File: config.mk
export PLATFORM = sky130hd
export DESIGN_NAME = ps2_key_decoder_flat
export DESIGN_NICKNAME = d
export VERILOG_FILES = /design/src/rtl/ps2_key_decoder_if.sv /design/src/rtl/ps2_key_decoder.sv /design/src/flat_wrapper.sv
export SDC_FILE = /design/constraint.sdc
export NUM_CORES = 1
export LEC_CHECK = 0
export ABC_CLOCK_PERIOD_IN_PS = 4150
export CORE_ASPECT_RATIO = 1.4
export CORE_MARGIN = 5
export CORE_UTILIZATION = 51
export CTS_CLUSTER_DIAMETER = 150
export DETAILED_ROUTE_END_ITERATION = 7
export PLACE_DENSITY = 0.79
export RECOVER_POWER = 50
export SLEW_MARGIN = 5
export SYNTH_ARGS = -nofsm -noshare
export SYNTH_HDL_FRONTEND = slang
export SYNTH_SLANG_ARGS = --single-unit
File: constraint.sdc
create_clock -name clk -period 4.15 [get_ports clk]
set_clock_uncertainty 0.1 [all_clocks]
set_input_delay 1.0375 -clock clk [delete_from_list [all_inputs] [get_ports clk]]
set_output_delay 1.0375 -clock clk [all_outputs]
set_load 0.05 [all_outputs]
File: src/rtl/ps2_key_decoder_if.sv
// PS/2 keyboard pins plus the decoded key outputs that the controller and
// datapath consume. The master side owns the PS/2 lines (keyboard or bench),
// the slave side is the decoder.
interface ps2_key_decoder_if;
  logic       PS2_CLK;
  logic       PS2_DAT;
  logic [4:0] direction;
  logic [4:0] number;
  logic [7:0] scan_code;
  logic       code_valid;
  logic       frame_error;

  modport master (
    output PS2_CLK,
    output PS2_DAT,
    input  direction,
    input  number,
    input  scan_code,
    input  code_valid,
    input  frame_error
  );

  modport slave (
    input  PS2_CLK,
    input  PS2_DAT,
    output direction,
    output number,
    output scan_code,
    output code_valid,
    output frame_error
  );
endinterface

File: src/rtl/ps2_key_decoder.sv
// PS/2 keyboard receiver and key decoder clocked by the system clock.
// The raw PS/2 pins are synchronised, 11-bit frames are assembled on falling
// edges of the synchronised PS/2 clock, and good bytes drive prefix tracking
// (E0 / F0) and the held direction / number codes.
module ps2_key_decoder #(
  parameter int TIMEOUT_CYCLES = 50000,
  parameter int TO_W           = 16
) (
  input  logic               clk,
  input  logic               reset_n,
  ps2_key_decoder_if.slave   bus
);

  typedef enum logic [1:0] {
    ST_IDLE   = 2'd0,
    ST_DATA   = 2'd1,
    ST_PARITY = 2'd2,
    ST_STOP   = 2'd3
  } rx_state_t;

  localparam logic [TO_W-1:0] TO_LIMIT = TO_W'(TIMEOUT_CYCLES);
  localparam logic [TO_W-1:0] TO_ONE   = TO_W'(1);

  // Odd parity check over the 8 data bits plus the received parity bit.
  function automatic logic odd_parity_ok(input logic [7:0] data, input logic par);
    return ^{data, par};
  endfunction

  // Arrow make codes map to a one-hot direction; anything else means "none".
  function automatic logic [4:0] dir_decode(input logic [7:0] code);
    logic [4:0] dir;
    case (code)
      8'h75:   dir = 5'b00010;
      8'h6B:   dir = 5'b00100;
      8'h72:   dir = 5'b01000;
      8'h74:   dir = 5'b10000;
      default: dir = 5'b00000;
    endcase
    return dir;
  endfunction

  // Released digit keys 1/2/3 select the difficulty; anything else clears it.
  function automatic logic [4:0] num_decode(input logic [7:0] code);
    logic [4:0] num;
    case (code)
      8'h16:   num = 5'b00010;
      8'h1E:   num = 5'b00100;
      8'h26:   num = 5'b01000;
      default: num = 5'b00000;
    endcase
    return num;
  endfunction

  logic            ps2_clk_meta_r;
  logic            ps2_clk_sync_r;
  logic            ps2_clk_prev_r;
  logic            ps2_dat_meta_r;
  logic            ps2_dat_sync_r;
  logic            fall_s;

  rx_state_t       state_r;
  logic [2:0]      bit_cnt_r;
  logic [7:0]      shift_r;
  logic            parity_r;
  logic [TO_W-1:0] to_cnt_r;
  logic            ext_pend_r;
  logic            brk_pend_r;

  logic [4:0]      direction_r;
  logic [4:0]      number_r;
  logic [7:0]      scan_code_r;
  logic            code_valid_r;
  logic            frame_error_r;

  // Two-flop synchronisers; reset to 1 so an idle bus never looks like an edge.
  always_ff @(posedge clk or negedge reset_n) begin
    if (!reset_n) begin
      ps2_clk_meta_r <= 1'b1;
      ps2_clk_sync_r <= 1'b1;
      ps2_clk_prev_r <= 1'b1;
      ps2_dat_meta_r <= 1'b1;
      ps2_dat_sync_r <= 1'b1;
    end else begin
      ps2_clk_meta_r <= bus.PS2_CLK;
      ps2_clk_sync_r <= ps2_clk_meta_r;
      ps2_clk_prev_r <= ps2_clk_sync_r;
      ps2_dat_meta_r <= bus.PS2_DAT;
      ps2_dat_sync_r <= ps2_dat_meta_r;
    end
  end

  assign fall_s = ps2_clk_prev_r & ~ps2_clk_sync_r;

  // Frame receiver, timeout supervision, prefix tracking and key decoding.
  always_ff @(posedge clk or negedge reset_n) begin
    if (!reset_n) begin
      state_r       <= ST_IDLE;
      bit_cnt_r     <= 3'd0;
      shift_r       <= 8'h00;
      parity_r      <= 1'b0;
      to_cnt_r      <= '0;
      ext_pend_r    <= 1'b0;
      brk_pend_r    <= 1'b0;
      direction_r   <= 5'b00000;
      number_r      <= 5'b00000;
      scan_code_r   <= 8'h00;
      code_valid_r  <= 1'b0;
      frame_error_r <= 1'b0;
    end else begin
      code_valid_r  <= 1'b0;
      frame_error_r <= 1'b0;
      if (fall_s) begin
        // An edge always restarts the timeout, even when it coincides with expiry.
        to_cnt_r <= '0;
        case (state_r)
          ST_IDLE: begin
            if (!ps2_dat_sync_r) begin
              state_r   <= ST_DATA;
              bit_cnt_r <= 3'd0;
            end else begin
              state_r   <= ST_IDLE;
            end
          end
          ST_DATA: begin
            shift_r <= {ps2_dat_sync_r, shift_r[7:1]};
            if (bit_cnt_r == 3'd7) begin
              state_r <= ST_PARITY;
            end else begin
              bit_cnt_r <= bit_cnt_r + 3'd1;
            end
          end
          ST_PARITY: begin
            parity_r <= ps2_dat_sync_r;
            state_r  <= ST_STOP;
          end
          ST_STOP: begin
            state_r <= ST_IDLE;
            if (ps2_dat_sync_r && odd_parity_ok(shift_r, parity_r)) begin
              code_valid_r <= 1'b1;
              scan_code_r  <= shift_r;
              if (shift_r == 8'hE0) begin
                ext_pend_r <= 1'b1;
              end else if (shift_r == 8'hF0) begin
                brk_pend_r <= 1'b1;
                ext_pend_r <= ext_pend_r;
              end else begin
                if (brk_pend_r) begin
                  number_r <= num_decode(shift_r);
                end else begin
                  direction_r <= dir_decode(shift_r);
                end
                ext_pend_r <= 1'b0;
                brk_pend_r <= 1'b0;
              end
            end else begin
              frame_error_r <= 1'b1;
              ext_pend_r    <= 1'b0;
              brk_pend_r    <= 1'b0;
            end
          end
          default: begin
            state_r <= ST_IDLE;
          end
        endcase
      end else if (state_r == ST_IDLE) begin
        to_cnt_r <= '0;
      end else if (to_cnt_r == TO_LIMIT) begin
        // Stalled partial frame: abandon it and forget any pending prefix.
        state_r       <= ST_IDLE;
        to_cnt_r      <= '0;
        frame_error_r <= 1'b1;
        ext_pend_r    <= 1'b0;
        brk_pend_r    <= 1'b0;
      end else begin
        to_cnt_r <= to_cnt_r + TO_ONE;
      end
    end
  end

  assign bus.direction   = direction_r;
  assign bus.number      = number_r;
  assign bus.scan_code   = scan_code_r;
  assign bus.code_valid  = code_valid_r;
  assign bus.frame_error = frame_error_r;

endmodule

File: src/flat_wrapper.sv
// flat-port wrapper written by rule: the top's interface ports become plain ports
module ps2_key_decoder_flat 
#(
  parameter int TIMEOUT_CYCLES = 50000,
  parameter int TO_W           = 16
)
  (clk, reset_n, bus_PS2_CLK, bus_PS2_DAT, bus_direction, bus_number, bus_scan_code, bus_code_valid, bus_frame_error);
  ps2_key_decoder_if bus_i ();
  input  logic clk;
  input  logic reset_n;
  input wire logic [$bits(bus_i.PS2_CLK)-1:0] bus_PS2_CLK;
  input wire logic [$bits(bus_i.PS2_DAT)-1:0] bus_PS2_DAT;
  output wire logic [$bits(bus_i.direction)-1:0] bus_direction;
  output wire logic [$bits(bus_i.number)-1:0] bus_number;
  output wire logic [$bits(bus_i.scan_code)-1:0] bus_scan_code;
  output wire logic [$bits(bus_i.code_valid)-1:0] bus_code_valid;
  output wire logic [$bits(bus_i.frame_error)-1:0] bus_frame_error;
  assign bus_i.PS2_CLK = bus_PS2_CLK;
  assign bus_i.PS2_DAT = bus_PS2_DAT;
  assign bus_direction = bus_i.direction;
  assign bus_number = bus_i.number;
  assign bus_scan_code = bus_i.scan_code;
  assign bus_code_valid = bus_i.code_valid;
  assign bus_frame_error = bus_i.frame_error;
  ps2_key_decoder #(.TIMEOUT_CYCLES(TIMEOUT_CYCLES), .TO_W(TO_W)) u_core (.clk(clk), .reset_n(reset_n), .bus(bus_i));
endmodule
Word level (Yosys, flattened, before mapping)
Index checks and enable logic that the tools add are counted.
- register bits: 56
- output and inout bits: 20
- word-level logic and storage cells: 85
- add/subtract/negate cells: 2
- equal/unequal tests: 20
- muxes and demuxes: 29
- bitwise gates (word level): 5
- reduce and logical (&&, ||, !) cells: 13
- operators by type and width (operator ; count):
    16-bit 2-to-1 mux ; 3
    8-bit by 7-bit == test with 1-bit output (second input constant) ; 4
    5-bit case mux with 4 select lines ; 1
    16-bit by 1-bit adder with 16-bit output (second input constant) ; 1
    16-bit == test (second input constant) ; 1
    8-bit by 5-bit == test with 1-bit output (second input constant) ; 2
    8-bit == test (second input constant) ; 2
    1-bit 2-to-1 mux ; 16
    4-bit case mux with 3 select lines ; 1
    6-bit AND reduction ; 2
    9-bit parity ; 1
    8-bit by 6-bit == test with 1-bit output (second input constant) ; 1
    2-bit 2-to-1 mux ; 4
    2-bit case mux with 4 select lines ; 1
    4-bit AND reduction ; 2
    3-bit 2-to-1 mux ; 2
    2-bit != test (second input constant) ; 3
    3-bit != test (second input constant) ; 2
    3-bit case mux with 2 select lines ; 1
    3-bit AND reduction ; 2
    2-bit == test (second input constant) ; 2
    1-bit inverter ; 4
    2-bit AND reduction ; 2
    2-bit nonzero test ; 2
    other kinds (7) ; 7

Longest topological paths before layout
Gate-level depths: netlist of the first run.
- depth after elaboration: 6
- gate-level depth with buffers: 7

Least setup slack after synthesis of the first run
No wires, ideal clock.
- path type: register -> register
- from: register u_core.shift_r[3]
- to: register u_core.direction_r[2] (netlist: u_core.bus.direction[2])
- setup time: 0.125 ns
- arrival: 1.945 ns
- required time: 3.925 ns
- slack: 1.980 ns
- stages on the path, launching flop included: 7
- buffers on the path: 1
- path through: dfrtp_1 > clkbuf_1 > xor3_4 > and2b_2 > mux2i_2 > nand3b_4 > mux2_4
- longest elaborated chain between the ends: 3
- elaborated cells on any way between the ends: 12
- those cells by class: eq/ne (6); mux (1); bitwise (2); reduce/logical (3)
- RTL lines (item ; line ; text):
    start, declared ; ps2_key_decoder.sv:63 ; logic [7:0] shift_r;
    start signal, assigned ; ps2_key_decoder.sv:125 ; shift_r <= {ps2_dat_sync_r, shift_r[7:1]};
    8-bit == test, or another cell as far along ; ps2_key_decoder.sv:141 ; if (shift_r == 8'hE0) begin
    1-bit inverter (no source line) / 1-bit logical AND (equally long branches) ; - ;
    6-bit AND reduction (no source line) ; - ;
    end signal, assigned ; ps2_key_decoder.sv:150 ; direction_r <= dir_decode(shift_r);
    end, declared ; ps2_key_decoder.sv:69 ; logic [4:0] direction_r;
Parallel ways exist; a longest one is shown, timed or not.
A chain may end at the register's enable or synchronous reset.

Worst setup path in the final report of the first run
- from: register u_core.shift_r[1]
- to: register u_core.direction_r[2] (netlist: u_core.bus.direction[2])
The elaborated chain is that of the path after synthesis.

==> flow_summary.ini, run 1 <==
[floorplan]
rows = 31
pin_count = 24
core_area_sq_um = 5080
die_h_um = 94.8
dieArea_sq_um = 6690
chipWidth_um = 70.5
initial_core_util_pct = 51.5

[synth]
ys_seq_area_share_pct = 50.9
synth_cell_types = 46
yosys.area_share.xor_xnor_pct = 7.98
synth_compound_area_share_pct = 4.92
synth_area_per_cell_sq_um = 11.3
synth_ff_type = dfrtp_1
yosys_register_bits = 53
synth-simple-area-share_pct = 17.9
synth_edf_count = 0
synth_top_family_by_area = simple AND/OR/NAND/NOR gates
synthAdderAreaFrac_pct = 3.82
synthArstFlopShare_pct = 100
yosysWarnings = 0
synthCells = 231
synthMuxAreaShare_pct = 9.89
synth_area_sq_um = 2620

[global_route]
track_usage_pct = 14.8
grt_antenna_before_repair = 0
met2_usage_pct = 27.4
grt_max_degree = 35
grt_pass1_wl_um = 7770
use_met1_pct = 15.8
overflow = 0
grt_pass1_vias = 1698
use_met3_pct = 3.30
top_usage_layer = met2

[route]
wl_um = 4400
vias_per_cell = 5.29
ant_nets = 0
first_pass_iters = 4
wl_per_cell_um = 13.8
routed-via-count = 1683
route.detailed.drc = 0
drt-initial-drc-count = 93

[setup_path]
cp_top_family = multiplexers
crit_required_ps = 4260
setup.worst_path.start = u_core.shift_r[1]
crit_type = flop to flop
r2r-start = u_core.shift_r[1]
worst_path_largest_cell_delay_ps = 610
cp.arrival_ps = 2790
worst-path-buf-inv = 0
critPathSlowestCell = mux2i_2
rr_worst_depth = 5
path_depth = 5
path_cells = xor3_4 -> and2b_2 -> mux2i_2 -> nand3b_4 -> mux2_4
crit_path_max_fanout = 14
cp-start-kind = flop
cp-end-kind = flop

[cts]
cts_tree = yes
clk_latency_ps = 320
clk_pin_slew_ps = 100
clockRootBuffer = clkbuf_8
numClockSinks = 53
htree_levels = 2
holdBufCountCts = 0
cts_buffers = 5
post_cts_buffers = 0
cts_resized = 0
cts_max_path_buffers = 2

[min_path]
whs_path_depth = 0
worstHoldStart = u_core.ps2_dat_meta_r
min_path_type = flop to flop

[power_and_ir_drop]
powerDensity_nw_per_um2 = 410
p_leak_uw = 0.00131
peakVddDrop_uv = 269

[cells_and_area]
stdcell_count = 318
nNetsFinal = 263
area_delta_synth_final_pct = 12.0
drive_gt1_share_pct = 16.3
diodes = 0

[timing]
finalSetupViolCount = 0
fin_setup_tns_ps = 0
relSlewSlack_pct = -19.5
period_minus_slack_ps = 2680
fin_crit_sh_pct = 64.6
slew_violations = 35
hold_viol_final = 0
worst_slack_ps = 1470
rsz0062_at_grt = no
tightest_slew_ps = 1790
fmax_mhz = 373

[place]
gp_congestion = 0.796
place_inst = 310
dp_slack_ps = 1450
io_buffers = 20
dp_hpwl_um = 3250

[run_status]
violations = capacitance limit, slew limit
outcome = complete, but fails checks

[job]
drv_cap = 1
layout make-up:
class                           count  area (sq um)
Tap cell                           66          82.6
Fill cell                         419          2150
Inverter                           12          45.0
Timing Repair Buffer               21           201
Sequential cell                    53          1330
Clock buffer                        5          68.8
Clock inverter                      3          26.3
Multi-Input combinational cell    158          1180
where the power goes:
group | leakage, uW | switching [uW] | total, uW | internal (uW)
Combinational | 0.000552 | 143 | 275 | 132
Clock | 0.0000423 | 182 | 305 | 123
Sequential | 0.000715 | 60.0 | 623 | 563
placed cells by master (no fill, tap or decap), types with 9 or more instances in the layout:
| cell type | instances |
|---|---|
| inv_1 | 12 |
| nand2_1 | 21 |
| xnor2_1 | 10 |
| mux2_2 | 12 |
| o21ai_0 | 11 |
| clkdlybuf4s50_1 | 17 |
| nand3_1 | 9 |
| dfrtp_1 | 48 |
| nor2_1 | 20 |
per-stage QoR:
step / utilization (%) / instance area, sq um / hold slack, ps / power, uW
2_1_floorplan: - / 2630 / 245 / 851
4_1_cts: 57.7 / 2930 / 262 / 1220
5_1_grt: 57.7 / 2930 / 265 / 1280
3_3_place_gp: 55.9 / 2840 / 246 / 906
3_5_place_dp: 55.9 / 2840 / 248 / 912
6_report: 57.7 / 2930 / 261 / 1200
cells in the mapped netlist (all sizes together) (4+ instances only):
library cell,count,share of area [%]
nor2,20,2.9
nand2,21,3.0
nor4,4,0.96
ha,8,3.8
xnor2,10,3.3
dfstp,5,5.0
and3,4,0.96
dfrtp,48,46
buf,7,2.3
o21ai,11,2.1
mux2,19,8.6
inv,12,1.7
xor2,8,2.7
nand3,9,1.7
nor3,4,0.76
layer usage:
layer / up-vias / routed length (um) / part of all wire [%]
li1: 816 / - / -
met1: 831 / 1800 / 41
met2: 27 / 2350 / 53
met3: 9 / 165 / 3.8
met4: 0 / 86 / 2.0
met5: - / 0 / 0
final timing paths:
check	end	slack, ps
min	u_core.ps2_dat_sync_r	260
max in group asynchronous	u_core.ps2_dat_sync_r	1690
min reg2reg	u_core.ps2_dat_sync_r	260
max reg2reg	u_core.bus.direction[2]	1470
min in group asynchronous	u_core.bus.code_valid	1090
max	u_core.bus.direction[2]	1470
state kept, by name, indices dropped and copies added (netlist names):
register                count
u_core.ps2_dat_meta_r       1
u_core.ps2_clk_meta_r       1
u_core.ps2_clk_sync_r       1
u_core.bit_cnt_r            3
u_core.ps2_clk_prev_r       1
u_core.bus.number           3
u_core.state_r              2
u_core.ps2_dat_sync_r       1
u_core.to_cnt_r            16
u_core.shift_r              8
u_core.parity_r             1
u_core.bus.code_valid       1
u_core.bus.direction        4
u_core.brk_pend_r           1
u_core.bus.scan_code        8
u_core.bus.frame_error      1
cell families (layout without fill, tap and decap cells):
| family | count (synthesis) | count (layout) |
|---|---|---|
| simple gates | 85 | 85 |
| flops | 53 | 53 |
| mux | 22 | 22 |
| buf+inv | 22 | 41 |
| compound gates | 20 | 20 |
| xor+xnor | 20 | 20 |
| fa+ha+maj | 8 | 8 |
| other cells | 1 | 3 |
(Power assumes the default switching activity.)
==> inputs of run 2 (changes only) <==
--- a/config.mk
+++ b/config.mk
@@ -5,13 +5,13 @@
 export SDC_FILE = /design/constraint.sdc
 export NUM_CORES = 1
 export LEC_CHECK = 0
-export ABC_CLOCK_PERIOD_IN_PS = 4150
+export ABC_CLOCK_PERIOD_IN_PS = 2430
 export CORE_ASPECT_RATIO = 1.4
 export CORE_MARGIN = 5
 export CORE_UTILIZATION = 51
 export CTS_CLUSTER_DIAMETER = 150
 export DETAILED_ROUTE_END_ITERATION = 7
-export PLACE_DENSITY = 0.79
+export PLACE_DENSITY = 0.82
 export RECOVER_POWER = 50
 export SLEW_MARGIN = 5
 export SYNTH_ARGS = -nofsm -noshare
==> constraint.sdc (replaced) <==
create_clock -name clk -period 2.43 [get_ports clk]
set_clock_uncertainty 0.1 [all_clocks]
set_input_delay 0.6075 -clock clk [delete_from_list [all_inputs] [get_ports clk]]
set_output_delay 0.6075 -clock clk [all_outputs]
set_load 0.05 [all_outputs]
==> flow_summary.ini, run 2 (synthesis results as in run 1) <==
[run_status]
outcome = completed

[global_route]
grt_antenna_before_repair = 0
grt_max_degree = 33
grt_pass1_vias = 1781
grt_pass1_wl_um = 7960
overflow = 0
track_usage_pct = 15.1

[setup_path]
crit_type = flop to flop
rr_worst_depth = 5
reg2reg_setup_slack_ps = 130
cp.arrival_ps = 2400
cp-end-kind = flop
crit_path_max_fanout = 11
critPathCapture = u_core.bus.scan_code[1]
cp-start-kind = flop
setup.worst_path.start = u_core.shift_r[1]
reg2reg_to = u_core.bus.scan_code[1]
r2r-start = u_core.shift_r[1]
crit_required_ps = 2520

[min_path]
min_path_type = flop to flop

[floorplan]
chipWidth_um = 70.5
initial_core_util_pct = 51.5
dieArea_sq_um = 6690
die_h_um = 94.8
core_area_sq_um = 5080
rows = 31
pin_count = 24

[cells_and_area]
drive_gt1_share_pct = 17.2
nNetsFinal = 267
final_common_cell = dfrtp_1
fin_area_sq_um = 3000
stdcell_count = 322
largest_reg_flops = 16
final_cell_mix = dfrtp_1, nand2_1, nor2_1
regMostFlops = u_core.to_cnt_r
multi_input_area_sq_um = 1180
area_delta_synth_final_pct = 14.4
seq_area_sq_um = 1330
n_fill_cell = 437
diodes = 0

[place]
io_buffers = 20
gp_congestion = 0.839
dp_hpwl_um = 3300
post_dp_cell_area_sq_um = 2880
place_inst = 314

[timing]
tightest_slew_ps = 1130
fin_setup_tns_ps = 0
slew_violations = 0
fin_crit_sh_pct = 94.8
period_minus_slack_ps = 2300
relSlewSlack_pct = 24.5
rsz0062_at_grt = no
fmax_mhz = 434
hold_viol_final = 0
finalSetupViolCount = 0
timing.hold.ws_ps = 259

[power_and_ir_drop]
peakVddDrop_uv = 492
p_seq_share_pct = 47.6
p_leak_uw = 0.00135
power.switching_uw = 638
powerDensity_nw_per_um2 = 747
power.share.combinational_pct = 21.6
pwr-share-clk_pct = 30.9
sw_frac_of_total_pct = 28.5
p_int_uw = 1600

[cts]
cts_buffers = 5
cts_max_path_buffers = 2
htree_levels = 2
clk_latency_ps = 310
numClockSinks = 53
holdBufCountCts = 0
cts_tree = yes
clockRootBuffer = clkbuf_8
clk_pin_slew_ps = 100
post_cts_buffers = 0
cts_resized = 0

[route]
route.detailed.drc = 0
routed-via-count = 1709
vias_per_cell = 5.31
wl_um = 4510
first_pass_iters = 4
wl_per_cell_um = 14.0
drt-initial-drc-count = 113
ant_nets = 0

[job]
drv_cap = 0
run 2: cell count changes in the layout (fill, tap and decap cells not counted), sizes merged:
cell      change
buf           +2
clkinv        +1
inv           -1
clkbuf        +2
clkinvlp      -2
bufinv        +2
run 2: worst min-delay path by stage:
| stage | from | to | slack (ps) | cells after the start |
|---|---|---|---|---|
| after floorplan | reset_n | u_core.bit_cnt_r[0] | 210 | 0 |
| after global placement | u_core.ps2_dat_meta_r | u_core.ps2_dat_sync_r | 250 | 0 |
| after detailed placement | u_core.ps2_dat_meta_r | u_core.ps2_dat_sync_r | 250 | 0 |
| after CTS | reset_n | u_core.bus.scan_code[3] | 170 | 1 |
| after global routing | u_core.ps2_dat_meta_r | u_core.ps2_dat_sync_r | 260 | 0 |
| final | u_core.ps2_dat_meta_r | u_core.ps2_dat_sync_r | 260 | 0 |
run 2: power groups by stage:
stage | Sequential [uW] | Clock, uW | Combinational (uW)
floorplan | 1060 | 0 | 398
detailed placement | 1080 | 0 | 493
finish | 1060 | 691 | 482
global route | 1080 | 745 | 542
CTS | 1070 | 705 | 495
global placement | 1070 | 0 | 476
run 2: final cells by class:
class | instances | area share (%)
timing repair buffer | 25 | 7.52
sequential | 53 | 44.5
multi-input combinational | 158 | 39.3
clock inverter | 3 | 2.17
inverter | 12 | 1.50
clock buffer | 5 | 2.30
tap | 66 | 2.76
run 2: critical path: stages (launching register included):
cell	delay, ps
dfrtp_1	460
xor3_4	560
and2b_2	220
mux2i_2	250
buf_4	240
mux2_2	350
run 2: metrics by stage:
stage	total power [uW]	utilization, %	worst slack, ps
2_1_floorplan	1450	-	260
3_3_place_gp	1550	56.7	249
3_5_place_dp	1570	56.7	153
4_1_cts	2270	59.3	121
5_1_grt	2370	59.0	16.9
6_report	2240	59.0	126
run 2: per-layer routing:
| layer | track usage (%) | vias up | wire, um |
|---|---|---|---|
| met1 | 16.4 | 829 | 1820 |
| met2 | 27.7 | 38 | 2390 |
| met5 | 0 | - | 0 |
| met4 | 6.74 | 0 | 112 |
| met3 | 3.62 | 14 | 179 |
| li1 | - | 828 | - |
